## config.mk

```make
export PLATFORM = sky130hd
export DESIGN_NAME = pipe_stage_reg
export DESIGN_NICKNAME = d
export VERILOG_FILES = /design/src/rtl/pipe_stage_reg.sv
export SDC_FILE = /design/constraint.sdc
export NUM_CORES = 1
export LEC_CHECK = 0
export BUFFER_PORTS_ARGS = -buffer_cell sky130_fd_sc_hd__buf_2
export CORE_ASPECT_RATIO = 1.25
export CORE_MARGIN = 2
export CORE_UTILIZATION = 55
export CTS_CLUSTER_SIZE = 14
export DETAILED_ROUTE_END_ITERATION = 10
export PLACE_DENSITY = 0.85
export SLEW_MARGIN = 20
export SYNTH_ARGS = -nofsm -noshare
export SYNTH_HDL_FRONTEND = slang
export SYNTH_SLANG_ARGS = --single-unit
export TNS_END_PERCENT = 20
```

## constraint.sdc

```tcl
create_clock -name clk -period 3.65 [get_ports clk]
set_input_delay 0.1825 -clock clk [delete_from_list [all_inputs] [get_ports clk]]
set_output_delay 0.1825 -clock clk [all_outputs]
set_load 0.02 [all_outputs]
```

## src/rtl/pipe_stage_reg.sv

```systemverilog
// Pipeline stage register with valid/ready handshake, a 2-entry skid buffer that registers
// ready_o, stage hold and a synchronous flush. Optional stall counter: define PIPE_STALL_CNT_EN.
module pipe_stage_reg #(
  parameter int                DATA_W    = 32,
  parameter logic [DATA_W-1:0] NOP_VALUE = '0,
  parameter int                CNT_W     = 16
) (
  input  logic              clk,
  input  logic              rst,
  input  logic              valid_i,
  input  logic [DATA_W-1:0] data_i,
  output logic              ready_o,
  output logic              valid_o,
  output logic [DATA_W-1:0] data_o,
  input  logic              ready_i,
  input  logic              hold_i,
  input  logic              flush_i,
  output logic [CNT_W-1:0]  stall_cnt_o,
  output logic [1:0]        state_dbg
);

  // Handshake: a payload moves across an interface only in a cycle where valid and ready
  // are both 1 at the rising edge; the sender holds the payload stable until then.
  // hold_i masks ready_i on the output side only.

  // State encoding is {out_valid, skid_valid}, so valid_o and ready_o come straight off flops.
  typedef enum logic [1:0] {
    EMPTY = 2'b00,
    ONE   = 2'b10,
    TWO   = 2'b11
  } state_t;

  state_t            state_q, state_d;
  logic [DATA_W-1:0] out_q, out_d;
  logic [DATA_W-1:0] skid_q, skid_d;
  logic              in_fire;
  logic              out_fire;

  assign valid_o   = state_q[1];
  assign ready_o   = ~state_q[0];
  assign data_o    = out_q;
  assign state_dbg = state_q;

  assign in_fire  = valid_i & ready_o;
  assign out_fire = valid_o & ready_i & ~hold_i;

  always_ff @(posedge clk or negedge rst) begin
    if (!rst) begin
      state_q <= EMPTY;
      out_q   <= NOP_VALUE;
      skid_q  <= NOP_VALUE;
    end else begin
      state_q <= state_d;
      out_q   <= out_d;
      skid_q  <= skid_d;
    end
  end

  always_comb begin
    state_d = state_q;
    out_d   = out_q;
    skid_d  = skid_q;
    if (flush_i) begin
      state_d = EMPTY;
      out_d   = NOP_VALUE;
      skid_d  = NOP_VALUE;
    end else begin
      case (state_q)
        EMPTY: begin
          if (in_fire) begin
            state_d = ONE;
            out_d   = data_i;
          end
        end
        ONE: begin
          if (in_fire && out_fire) begin
            out_d = data_i;
          end else if (in_fire) begin
            state_d = TWO;
            skid_d  = data_i;
          end else if (out_fire) begin
            // Bubble: reload with NOP so data_o never shows a stale payload.
            state_d = EMPTY;
            out_d   = NOP_VALUE;
          end
        end
        TWO: begin
          if (out_fire) begin
            state_d = ONE;
            out_d   = skid_q;
            skid_d  = NOP_VALUE;
          end
        end
        default: begin
          state_d = EMPTY;
          out_d   = NOP_VALUE;
          skid_d  = NOP_VALUE;
        end
      endcase
    end
  end

`ifdef PIPE_STALL_CNT_EN
  logic [CNT_W-1:0] stall_cnt_q;

  // Saturating; only reset clears it, flush leaves it alone.
  always_ff @(posedge clk or negedge rst) begin
    if (!rst) begin
      stall_cnt_q <= '0;
    end else if (valid_o && !out_fire && (stall_cnt_q != {CNT_W{1'b1}})) begin
      stall_cnt_q <= stall_cnt_q + CNT_W'(1);
    end
  end

  assign stall_cnt_o = stall_cnt_q;
`else
  assign stall_cnt_o = '0;
`endif

endmodule

```

==> implementation parameters, run 1 <==
Parameter                              Value

Synth
  Post-synthesis cell type with the largest combined area    dfrtp_1
  Number of distinct library cells after synthesis    28
  Async set-reset flop share out of synthesis    100%
  Dominant register cell in the synthesized netlist    dfrtp_1
  Netlist area before placement    2940 sq um
  Cell count after synthesis    231
  Yosys warns    0
  Synth area leaders    dfrtp_1 56%, a22o_1 9.8%, o2bb2ai_1 9.5%, a22oi_1 8.2%, buf_4 4.3%
  Post-synth EDFFs    0
  Share of the yosys chip area belonging to registers    56.1%
  Number of storage elements in the synthesis netlist    66
  Fraction of post-synthesis cell area in the top cell type by area    56.1%
  Mean post-synth cell area    12.7 sq um

Timing
  Final-report hold violation count    35
  Sum Neg Setup Slack    0 ns
  Hold slack final    -0.0166 ns
  Final clock skew    0.00687 ns
  Final Setup Violations    0
  Clock period minus final worst setup slack    2.61 ns
  Achievable clock frequency    383 MHz
  Max transition margin    37.7%
  Setup repair after global routing missed its margin    false
  Final slew viol count    0
  Share of the cycle needed by the critical path after routing    71.6%
  Worst Tran Pin Value    0.935 ns

Detailed routing
  Avg WL per Cell    17.6 microns
  Via count    2222
  Final antenna-violating net count    0
  Final wirelength    6470 microns
  Total iterations of the first detailed-routing run    4
  DRC viols    0
  Number of vias per cell    6.05
  Number of DRC markers after the initial detailed-route iteration    186

Clocking
  Setup Fix Bufs, Post-CTS    0
  Insertion delay to the later sink of the worst-skew pair    0.34 ns
  Depth of the CTS H-tree    3
  Number of cells upsized or downsized after cts    0
  Number of hold-repair buffers added at the cts stage    0
  Clock sink count    66
  Clock-pin slew of the registers on the worst-case setup and hold paths    0.07 ns
  Number of buffers between clock root and the deepest sink    2
  TritonCTS clock tree    built
  CTS buffer count    9
  Clock root cell    clkbuf_8

Final layout
  Filler cells    390
  Antenna diode count    0
  Total Nets Final    343
  Share of the core filled with cells in the final layout    67.4%
  Growth of design area from synthesis to finish    17.3%
  Area occupied by registers    1650 sq um
  Area of the multi-input gates    1100 sq um
  Share of post-route cells with drive strength above 1    32.8%
  Area of all placed cells without fillers    3450 sq um
  Non-filler instance count after layout    367

Die
  Standard-cell rows    29
  Core region area    5120 sq um
  I/O pins    90
  Height of the die    85.8 microns
  Starting density of the core    57.5%
  Die boundary width    69.4 microns
  Total Die Area    5950 sq um

GRT
  Antenna violations before repair    0
  Wire length of the first global-routing pass    10700 microns
  Vias in the first global route    2148
  Global routing usage summed across all routing layers    23.0%
  Grt ovf    0
  Maximum number of pins on one net before global-route repair    44

Setup path
  Required time worst endpoint    3.91 ns
  Crit Path Category    reg2reg
  Critical path data arrival time    2.88 ns
  Kind of start point of the critical path    flip-flop
  Endpoint class of the critical path    flip-flop
  Crit Path Max Fanout    23

Power
  Peak supply drop    0.355 mV
  Static leakage power    1.77 nW
  Pwr per Cell Area    669 nW/um^2

Run
  Total of max-cap violations    0

Placed design
  Standard cell area after detailed placement    3260 sq um
  Half-perimeter wire length after detailed placement    4390 microns
  Gpl congestion    0.823
  PortBufs    73
  Count of placed standard cells including taps    352

Run status
  Violations in the final reports    negative hold slack
  Outcome    finished, violations left

Worst hold path
  Hold WC Path Type    in2async
## cells by family (layout without fill, tap and decap cells)
group                    after synthesis  in the layout  synth area share [%]
AND/OR/NAND/NOR                       14             14                  3.15
adder cells (fa/ha/maj)                4              4                  1.70
buffers and inverters                 39             98                  8.55
AO/OA/AOI/OAI                        107            107                  30.3
other                                  1             16                 0.127
flip-flops                            66             66                  56.1
## power breakdown
group / total (mW) / internal (mW) / leakage, nW / switching, mW
clock network: 0.582 / 0.318 / 0.0948 / 0.265
registers: 0.931 / 0.854 / 0.905 / 0.0772
logic: 0.794 / 0.264 / 0.771 / 0.530
total: 2.31 / 1.44 / 1.77 / 0.872
## per-layer routing
layer / part of all wire [%] / wire length (microns) / vias up / track usage [%]
li1: - / - / 1011 / -
met1: 43 / 2780 / 1114 / 31.2
met2: 49 / 3150 / 83 / 35.7
met3: 6.0 / 388 / 14 / 4.70
met4: 2.3 / 150 / 0 / 11.4
met5: 0 / 0 / - / 0
## cells in the final DEF (no fill, tap or decap), drive strengths merged, types with 3 or more instances in the layout
cell type,n
a21oi,3
a22o,33
a22oi,32
buf,80
clkbuf,14
conb,16
dfrtp,66
ha,4
inv,3
nor2,4
o2bb2ai,32
## cells in the mapped netlist (all sizes together), types with 2 or more instances
master   number
o311ai        2
nand3b        2
a22oi        32
o41ai         2
nor2          4
clkbuf        4
a21oi         3
ha            4
or3           2
buf          32
dfrtp        66
a22o         33
o2bb2ai      32
nand2         2
inv           3
## layout make-up
type / instances / share of cell area [%]
well taps: 62 / 2.25
multi-input cells: 141 / 31.9
flip-flops and latches: 66 / 47.9
repair buffers: 80 / 12.1
clock inverters: 1 / 0.218
inverters: 3 / 0.326
clock buffers: 14 / 5.30
## worst max-delay path, stage by stage (launching register included)
cell and delay (ns):
dfrtp_1 0.47, ha_1 0.61, buf_4 0.34, nor2_1 0.08
a2bb2oi_1 0.15, nor2_2 0.35, buf_4 0.36, o2bb2ai_1 0.16
## through the flow
step / total power, mW / worst slack [ns]
global placement: 1.72 / 1.15
CTS: 2.32 / 1.03
floorplan: 1.50 / 1.69
finish: 2.31 / 1.04
global route: 2.44 / 0.745
detailed placement: 1.74 / 1.05
## state kept, by name, indices dropped and copies added, names as in the netlist
| signal | flops |
|---|---|
| data_o | 32 |
| skid_q | 32 |
| state_dbg | 2 |
## worst paths after layout
check                                   from  slack (ns)  depth (start not counted)    endpoint
worst max-delay path            state_dbg[1]        1.04                          7   data_o[9]
worst min-delay path                     rst       -0.02                          1   data_o[0]
worst max register to register  state_dbg[1]        1.04                          7   data_o[9]
worst min register to register     data_o[2]        0.48                          1   data_o[2]
max in group asynchronous                rst        2.80                          2  skid_q[30]
min in group clk                  data_i[25]        0.07                          2  skid_q[25]
Note: power is estimated with default switching activity, not from simulation.
==> run 2, diff against run 1 <==
CORE_UTILIZATION = 51   (was 55)
PLACE_DENSITY = 0.79   (was 0.85)
clock period = 2.55 ns   (was 3.65 ns; I/O delays follow)
==> run 2 against run 1 <==
Compared with the run above:
- the run now ends clean
- wire length rose by 2.3%
- clock power rose by 43%
- highest routed layer unchanged
- global-route usage fell by 1.2 points
- largest power group unchanged
- critical path type unchanged
- non-clock buffer count rose by 5
- final cell count rose by 1.9%
- total power rose by 44%
==> implementation parameters, run 2 (synthesis results as in run 1) <==
Parameter                              Value

Die
  Height of the die    88.9 microns (+3.7%)
  I/O pins    90 (unchanged)
  Core region area    5520 sq um (+7.9%)
  Starting density of the core    53.3% (-4.2 points)
  Total Die Area    6400 sq um (+7.4%)
  Die boundary width    71.9 microns (+3.6%)
  Standard-cell rows    30 (+3.4%)

Final layout
  Share of post-route cells with drive strength above 1    33.2% (+0.44 points)
  Total Nets Final    348 (+1.5%)
  Antenna diode count    0 (unchanged)
  Share of the core filled with cells in the final layout    63.2% (-4.2 points)
  Commonest cells after routing, fill and taps aside    73 x buf_2, 66 x dfrtp_1, 33 x a22o_1
  Growth of design area from synthesis to finish    18.5%
  Filler cells    476 (+22%)
  Leading cell type in the layout, fill and taps excluded    buf_2

Detailed routing
  Final antenna-violating net count    0 (unchanged)
  Final wirelength    6610 microns (+2.3%)
  Total iterations of the first detailed-routing run    6 (+2)
  DRC viols    0 (unchanged)
  Avg WL per Cell    17.7 microns (+0.34%)
  Number of vias per cell    5.99 (-0.99%)
  M1 WL    2990 microns (+7.5%)
  Via count    2242 (+0.90%)
  Detailed route wirelength on metal3    263 microns (-32%)
  Met2 Routed Length    3280 microns (+4.3%)
  Number of DRC markers after the initial detailed-route iteration    195 (+4.8%)
  Top sig layer    met4

Placed design
  Half-perimeter wire length after detailed placement    4530 microns (+3.2%)
  PortBufs    73 (unchanged)
  Gpl congestion    0.827 (+0.53%)

Clocking
  Setup Fix Bufs, Post-CTS    0 (unchanged)
  Number of buffers between clock root and the deepest sink    2 (unchanged)
  TritonCTS clock tree    built
  Insertion delay to the later sink of the worst-skew pair    0.33 ns (about the same)
  Clock-pin slew of the registers on the worst-case setup and hold paths    0.07 ns (about the same)
  Clock root cell    clkbuf_8
  Clock sink count    66 (unchanged)
  Depth of the CTS H-tree    3 (unchanged)
  CTS buffer count    9 (unchanged)

Timing
  Sum Neg Setup Slack    0 ns (unchanged)
  Max transition margin    43.7% (+6.0 points)
  Final Setup Violations    0 (unchanged)
  Achievable clock frequency    478 MHz (+25%)
  Final clock skew    0.00669 ns (-0.000181 ns)
  Clock period minus final worst setup slack    2.09 ns (-0.522 ns)
  Setup repair after global routing missed its margin    false
  Final slew viol count    0 (unchanged)
  Final-report hold violation count    0 (-100%)
  Worst Tran Pin Value    0.845 ns (-0.0904 ns)
  Share of the cycle needed by the critical path after routing    82.0% (+10 points)

Power
  Net switching power    1.24 mW (+42%)
  Fraction of power consumed by the clock network    25.1% (about the same)
  Switching Share    37.2% (-0.56 points)
  Pint    2.09 mW (+45%)
  Pwr per Cell Area    953 nW/um^2 (+42%)
  Gate power share    34.7% (+0.3 points)
  Peak supply drop    0.488 mV (+38%)
  Share of power burned in registers    40.2% (about the same)
  Static leakage power    1.80 nW (+1.5%)

Setup path
  Critical path data arrival time    2.36 ns (-0.52 ns)
  Setup slack of the most critical reg-to-reg path    0.46 ns (-0.58 ns)
  Crit Path Category    reg2reg
  Critical Path Source    state_dbg[0]
  Number of cells on the worst reg-to-reg path    6 (-1)
  Endpoint class of the critical path    flip-flop
  Critical path capture point    skid_q[5]
  Critical register-to-register path endpoint    skid_q[5]
  Required time worst endpoint    2.81 ns (-1.10 ns)
  Crit Path Max Fanout    17 (-26%)
  Kind of start point of the critical path    flip-flop
  R2r startpoint    state_dbg[0]

Run status
  Outcome    complete, no violations

GRT
  Antenna violations before repair    0 (unchanged)
  Wire length of the first global-routing pass    10500 microns (-1.3%)
  Maximum number of pins on one net before global-route repair    39 (-11%)
  Grt ovf    0 (unchanged)
  Global routing usage summed across all routing layers    21.8% (-1.2 points)
  Vias in the first global route    2187 (+1.8%)

Worst hold path
  Hold WC Path Type    in2reg
  Cells on Worst Hold Path    2

Run
  Total of max-cap violations    0 (unchanged)
[run 2: per-stage QoR]
step                      setup WS, ns  hold slack (ns)  power, mW  cell area [sq um]  cells
final                            0.458           0.0322       3.32               3490    374
after global placement           0.549            0.270       2.48               3290    358
after floorplan                  0.594           -0.168       2.15               3000    246
after detailed placement         0.476            0.278       2.51               3290    358
after CTS                        0.470           0.0158       3.35               3490    374
after global routing             0.329           0.0241       3.50               3490    374
[run 2: metal layers]
layer	global-route usage (%)	vias to the layer above
met4	9.09	0
met1	28.9	1150
met2	34.3	65
li1	-	1021
met3	5.64	6
met5	0	-
[run 2: layout make-up]
| cell class | instances | area [sq um] | area share, % |
|---|---|---|---|
| Sequential cell | 66 | 1650 | 47.4 |
| Clock buffer | 12 | 145 | 4.16 |
| Clock inverter | 3 | 40.0 | 1.15 |
| Multi-Input combinational cell | 141 | 1100 | 31.6 |
| Inverter | 3 | 11.3 | 0.323 |
| Timing Repair Buffer | 85 | 458 | 13.1 |
| Tap cell | 64 | 80.1 | 2.30 |
[run 2: critical path, cell delays in order, from the launching register on]
cell and delay [ns]:
dfrtp_1 0.45, inv_1 0.13, ha_1 0.22, o21ai_1 0.10, a21oi_2 0.61, buf_4 0.35
a22o_1 0.17
[run 2: what timing repair did]
item                                   CTS  global route
endpoints found under the hold margin   36             0
gates resized for setup                  0             0
hold buffers                             1             0
setup endpoints to repair                0             0
[run 2: worst min-delay path by stage]
stage | end | start | slack (ns)
final | skid_q[28] | data_i[28] | 0.03
after global routing | skid_q[7] | data_i[7] | 0.02
after CTS | skid_q[28] | data_i[28] | 0.02
after detailed placement | state_dbg[1] | rst | 0.28
after global placement | state_dbg[1] | rst | 0.27
after floorplan | data_o[0] | rst | -0.17
[run 2: power groups by stage]
stage | registers, mW | logic, mW | clock network [mW]
after global routing | 1.36 | 1.26 | 0.887
final | 1.34 | 1.15 | 0.833
after global placement | 1.34 | 1.14 | 0
after detailed placement | 1.35 | 1.16 | 0
after floorplan | 1.52 | 0.627 | 0
after CTS | 1.33 | 1.17 | 0.851
==> run 3, diff against run 2 <==
ABC_AREA = 1   (was default)
CORE_UTILIZATION = 54   (was 51)
PLACE_DENSITY = 0.8   (was 0.79)
clock period = 2.2 ns   (was 2.55 ns; I/O delays follow)
==> run 3 against run 2 <==
Compared with the run above:
- global-route usage increased by 4.2 points
- count of clock-buffer cells in the layout rose by 1
- flip-flop and latch count is the same
- register-to-register slack got worse by 0.27 ns
- sequential power up 30%
- synthesized cell count rose by 140%
- critical path depth up 2
- synthesized area is 33% higher
- total power increased by 46%
- wire length up 46%
- critical path type unchanged
- largest cell class is now multi-input gates
==> implementation parameters, run 3 <==
Parameter                              Value

Placed design
  Count of placed standard cells including taps    698 (+95%)
  Half-perimeter wire length after detailed placement    6610 microns (+46%)
  PortBufs    73 (unchanged)
  Gpl congestion    0.896 (+8.2%)
  Worst slack at placement    0.251 ns (-0.224 ns)

Setup path
  Required time worst endpoint    2.48 ns (-0.33 ns)
  Crit Path Max Fanout    32 (+15)
  Crit Path Category    reg2reg
  Endpoint class of the critical path    flip-flop
  Setup slack of the most critical reg-to-reg path    0.19 ns (-0.27 ns)
  Critical path data arrival time    2.29 ns (-0.07 ns)
  Kind of start point of the critical path    flip-flop

GRT
  Antenna violations before repair    0 (unchanged)
  Global routing usage summed across all routing layers    26.0% (+4.2 points)
  Vias in the first global route    3660 (+67%)
  Grt ovf    0 (unchanged)
  Wire length of the first global-routing pass    16300 microns (+55%)
  Maximum number of pins on one net before global-route repair    33 (-15%)

Detailed routing
  Number of vias per cell    5.29 (-12%)
  Total iterations of the first detailed-routing run    4 (-2)
  Final antenna-violating net count    0 (unchanged)
  Avg WL per Cell    13.5 microns (-23%)
  Number of DRC markers after the initial detailed-route iteration    211 (+8.2%)
  Final wirelength    9640 microns (+46%)
  Via count    3769 (+68%)
  DRC viols    0 (unchanged)

Timing
  Setup repair after global routing missed its margin    false
  Min setup slack post-route    0.188 ns (-0.270 ns)
  Worst Tran Pin Value    0.701 ns (-0.143 ns)
  Clock period minus final worst setup slack    2.01 ns (-0.0797 ns)
  Final slew viol count    0 (unchanged)
  Max transition margin    53.3% (+9.6 points)
  Hold slack final    0.141 ns (+0.109 ns)
  Final Setup Violations    0 (unchanged)
  Share of the cycle needed by the critical path after routing    91.5% (+9.4 points)
  Final-report hold violation count    0 (unchanged)
  Achievable clock frequency    497 MHz (+4.0%)
  Final clock skew    0.00756 ns (+0.000873 ns)
  Sum Neg Setup Slack    0 ns (unchanged)

Die
  Height of the die    99.2 microns (+12%)
  Starting density of the core    56.2% (+2.8 points)
  Total Die Area    7960 sq um (+24%)
  Standard-cell rows    34 (+13%)
  I/O pins    90 (unchanged)
  Core region area    6980 sq um (+26%)
  Die boundary width    80.2 microns (+11%)

Synth
  Share of the yosys chip area belonging to registers    42.2% (-14 points)
  Fraction of post-synthesis cell area in the top cell type by area    42.2% (-14 points)
  Netlist area before placement    3920 sq um (+33%)
  Post-synthesis cell type with the largest combined area    dfrtp_1
  Number of distinct library cells after synthesis    19 (-32%)
  Post-synth EDFFs    0 (unchanged)
  Dominant register cell in the synthesized netlist    dfrtp_1
  Cell count after synthesis    558 (+140%)
  Number of storage elements in the synthesis netlist    66 (unchanged)
  Leading cell types by count after synthesis    270 x nand2_1, 68 x nand3_1, 66 x dfrtp_1
  Yosys warns    0 (unchanged)
  Synth area leaders    dfrtp_1 42%, nand2_1 26%, nand3_1 8.7%, o21bai_1 6.1%, buf_4 4.2%
  Mean post-synth cell area    7.02 sq um (-45%)
  Async set-reset flop share out of synthesis    100% (unchanged)
  Count leader, synth    nand2_1

Final layout
  Non-filler instance count after layout    712 (+90%)
  Leading cell type in the layout, fill and taps excluded    nand2_1
  Share of post-route cells with drive strength above 1    17.8% (-15 points)
  Commonest cells after routing, fill and taps aside    270 x nand2_1, 73 x buf_2, 68 x nand3_1
  Antenna diode count    0 (unchanged)
  Total Nets Final    662 (+90%)
  Growth of design area from synthesis to finish    13.1%
  Filler cells    656 (+38%)

Clocking
  Depth of the CTS H-tree    3 (unchanged)
  Clock-pin slew of the registers on the worst-case setup and hold paths    0.07 ns (about the same)
  Number of buffers between clock root and the deepest sink    2 (unchanged)
  Clock root cell    clkbuf_8
  Insertion delay to the later sink of the worst-skew pair    0.33 ns (about the same)
  Number of cells upsized or downsized after cts    0 (unchanged)
  CTS buffer count    9 (unchanged)
  Clock sink count    66 (unchanged)
  TritonCTS clock tree    built

Run
  Total of max-cap violations    0 (unchanged)

Power
  Switching Share    43.9% (+6.6 points)
  Pint    2.73 mW (+31%)
  Static leakage power    2.56 nW (+43%)
  Net switching power    2.13 mW (+72%)
  Pwr per Cell Area    1100 nW/um^2 (+15%)
  Share of power burned in registers    35.8% (-4.4 points)
  Peak supply drop    0.761 mV (+56%)
  Gate power share    46.2% (+12 points)
  Fraction of power consumed by the clock network    18.1% (-7.0 points)

Worst hold path
  Hold WC Path Type    in2reg

Run status
  Outcome    complete, no violations
-- run 3: final cells by class --
class	count	area (sq um)	area share [%]
timing repair buffer	90	520	11.8
multi-input combinational	440	1940	43.7
tap	90	113	2.54
inverter	13	48.8	1.10
clock buffer	13	159	3.59
sequential	66	1650	37.3
-- run 3: kinds of logic (layout without fill, tap and decap cells) --
logic type	count (synthesis)	count (layout)	synth area share [%]
AOI/OAI and AO/OA	33	33	6.26
and+or+nand+nor	387	387	40.4
other	1	16	0.0957
buffers and inverters	67	116	9.84
adders and majority gates	4	4	1.28
DFF	66	66	42.2
-- run 3: repair_timing --
item                       in CTS  in global routing
hold buffers                    1                  0
buffers inserted                0                  0
setup endpoints to repair       0                  0
hold endpoints to repair       29                  0
-- run 3: power by group through the flow --
stage / Combinational (mW) / Sequential [mW] / Clock [mW]
finish: 2.24 / 1.74 / 0.878
global route: 2.50 / 1.78 / 0.958
CTS: 2.25 / 1.74 / 0.893
detailed placement: 2.25 / 1.75 / 0
global placement: 2.20 / 1.74 / 0
floorplan: 1.42 / 1.99 / 0
-- run 3: routing by layer --
metal,part of all wire (%),track usage (%),vias to the layer above
li1,-,-,1829
met1,41,31.9,1788
met2,50,44.2,131
met3,6.2,5.54,21
met4,2.6,10.8,0
met5,0,0,-
-- run 3: per-stage QoR --
step / utilization [%] / total power, mW / instance area [sq um]
4_1_cts: 63.5 / 4.88 / 4430
3_3_place_gp: 61.1 / 3.94 / 4260
2_1_floorplan: - / 3.41 / 3970
3_5_place_dp: 61.1 / 4.00 / 4260
5_1_grt: 63.5 / 5.24 / 4430
6_report: 63.5 / 4.86 / 4430
-- run 3: path summary, 6_finish.rpt --
| kind | cells after the start | endpoint | from |
|---|---|---|---|
| setup / recovery | 8 | skid_q[17] | state_dbg[0] |
| hold reg to reg | 2 | skid_q[9] | skid_q[9] |
| hold / removal | 5 | skid_q[21] | data_i[21] |
| max in group asynchronous | 3 | skid_q[28] | rst |
| setup reg to reg | 8 | skid_q[17] | state_dbg[0] |
| min in group asynchronous | 2 | data_o[18] | rst |
-- run 3: critical path, cell delays in order, from the launching register on --
cell and delay [ns]:
dfrtp_1 0.47, inv_1 0.20, ha_1 0.26, inv_2 0.06, nor2_1 0.14, nand3_2 0.25
nand2_4 0.39, nand2_1 0.11, nand2_1 0.08
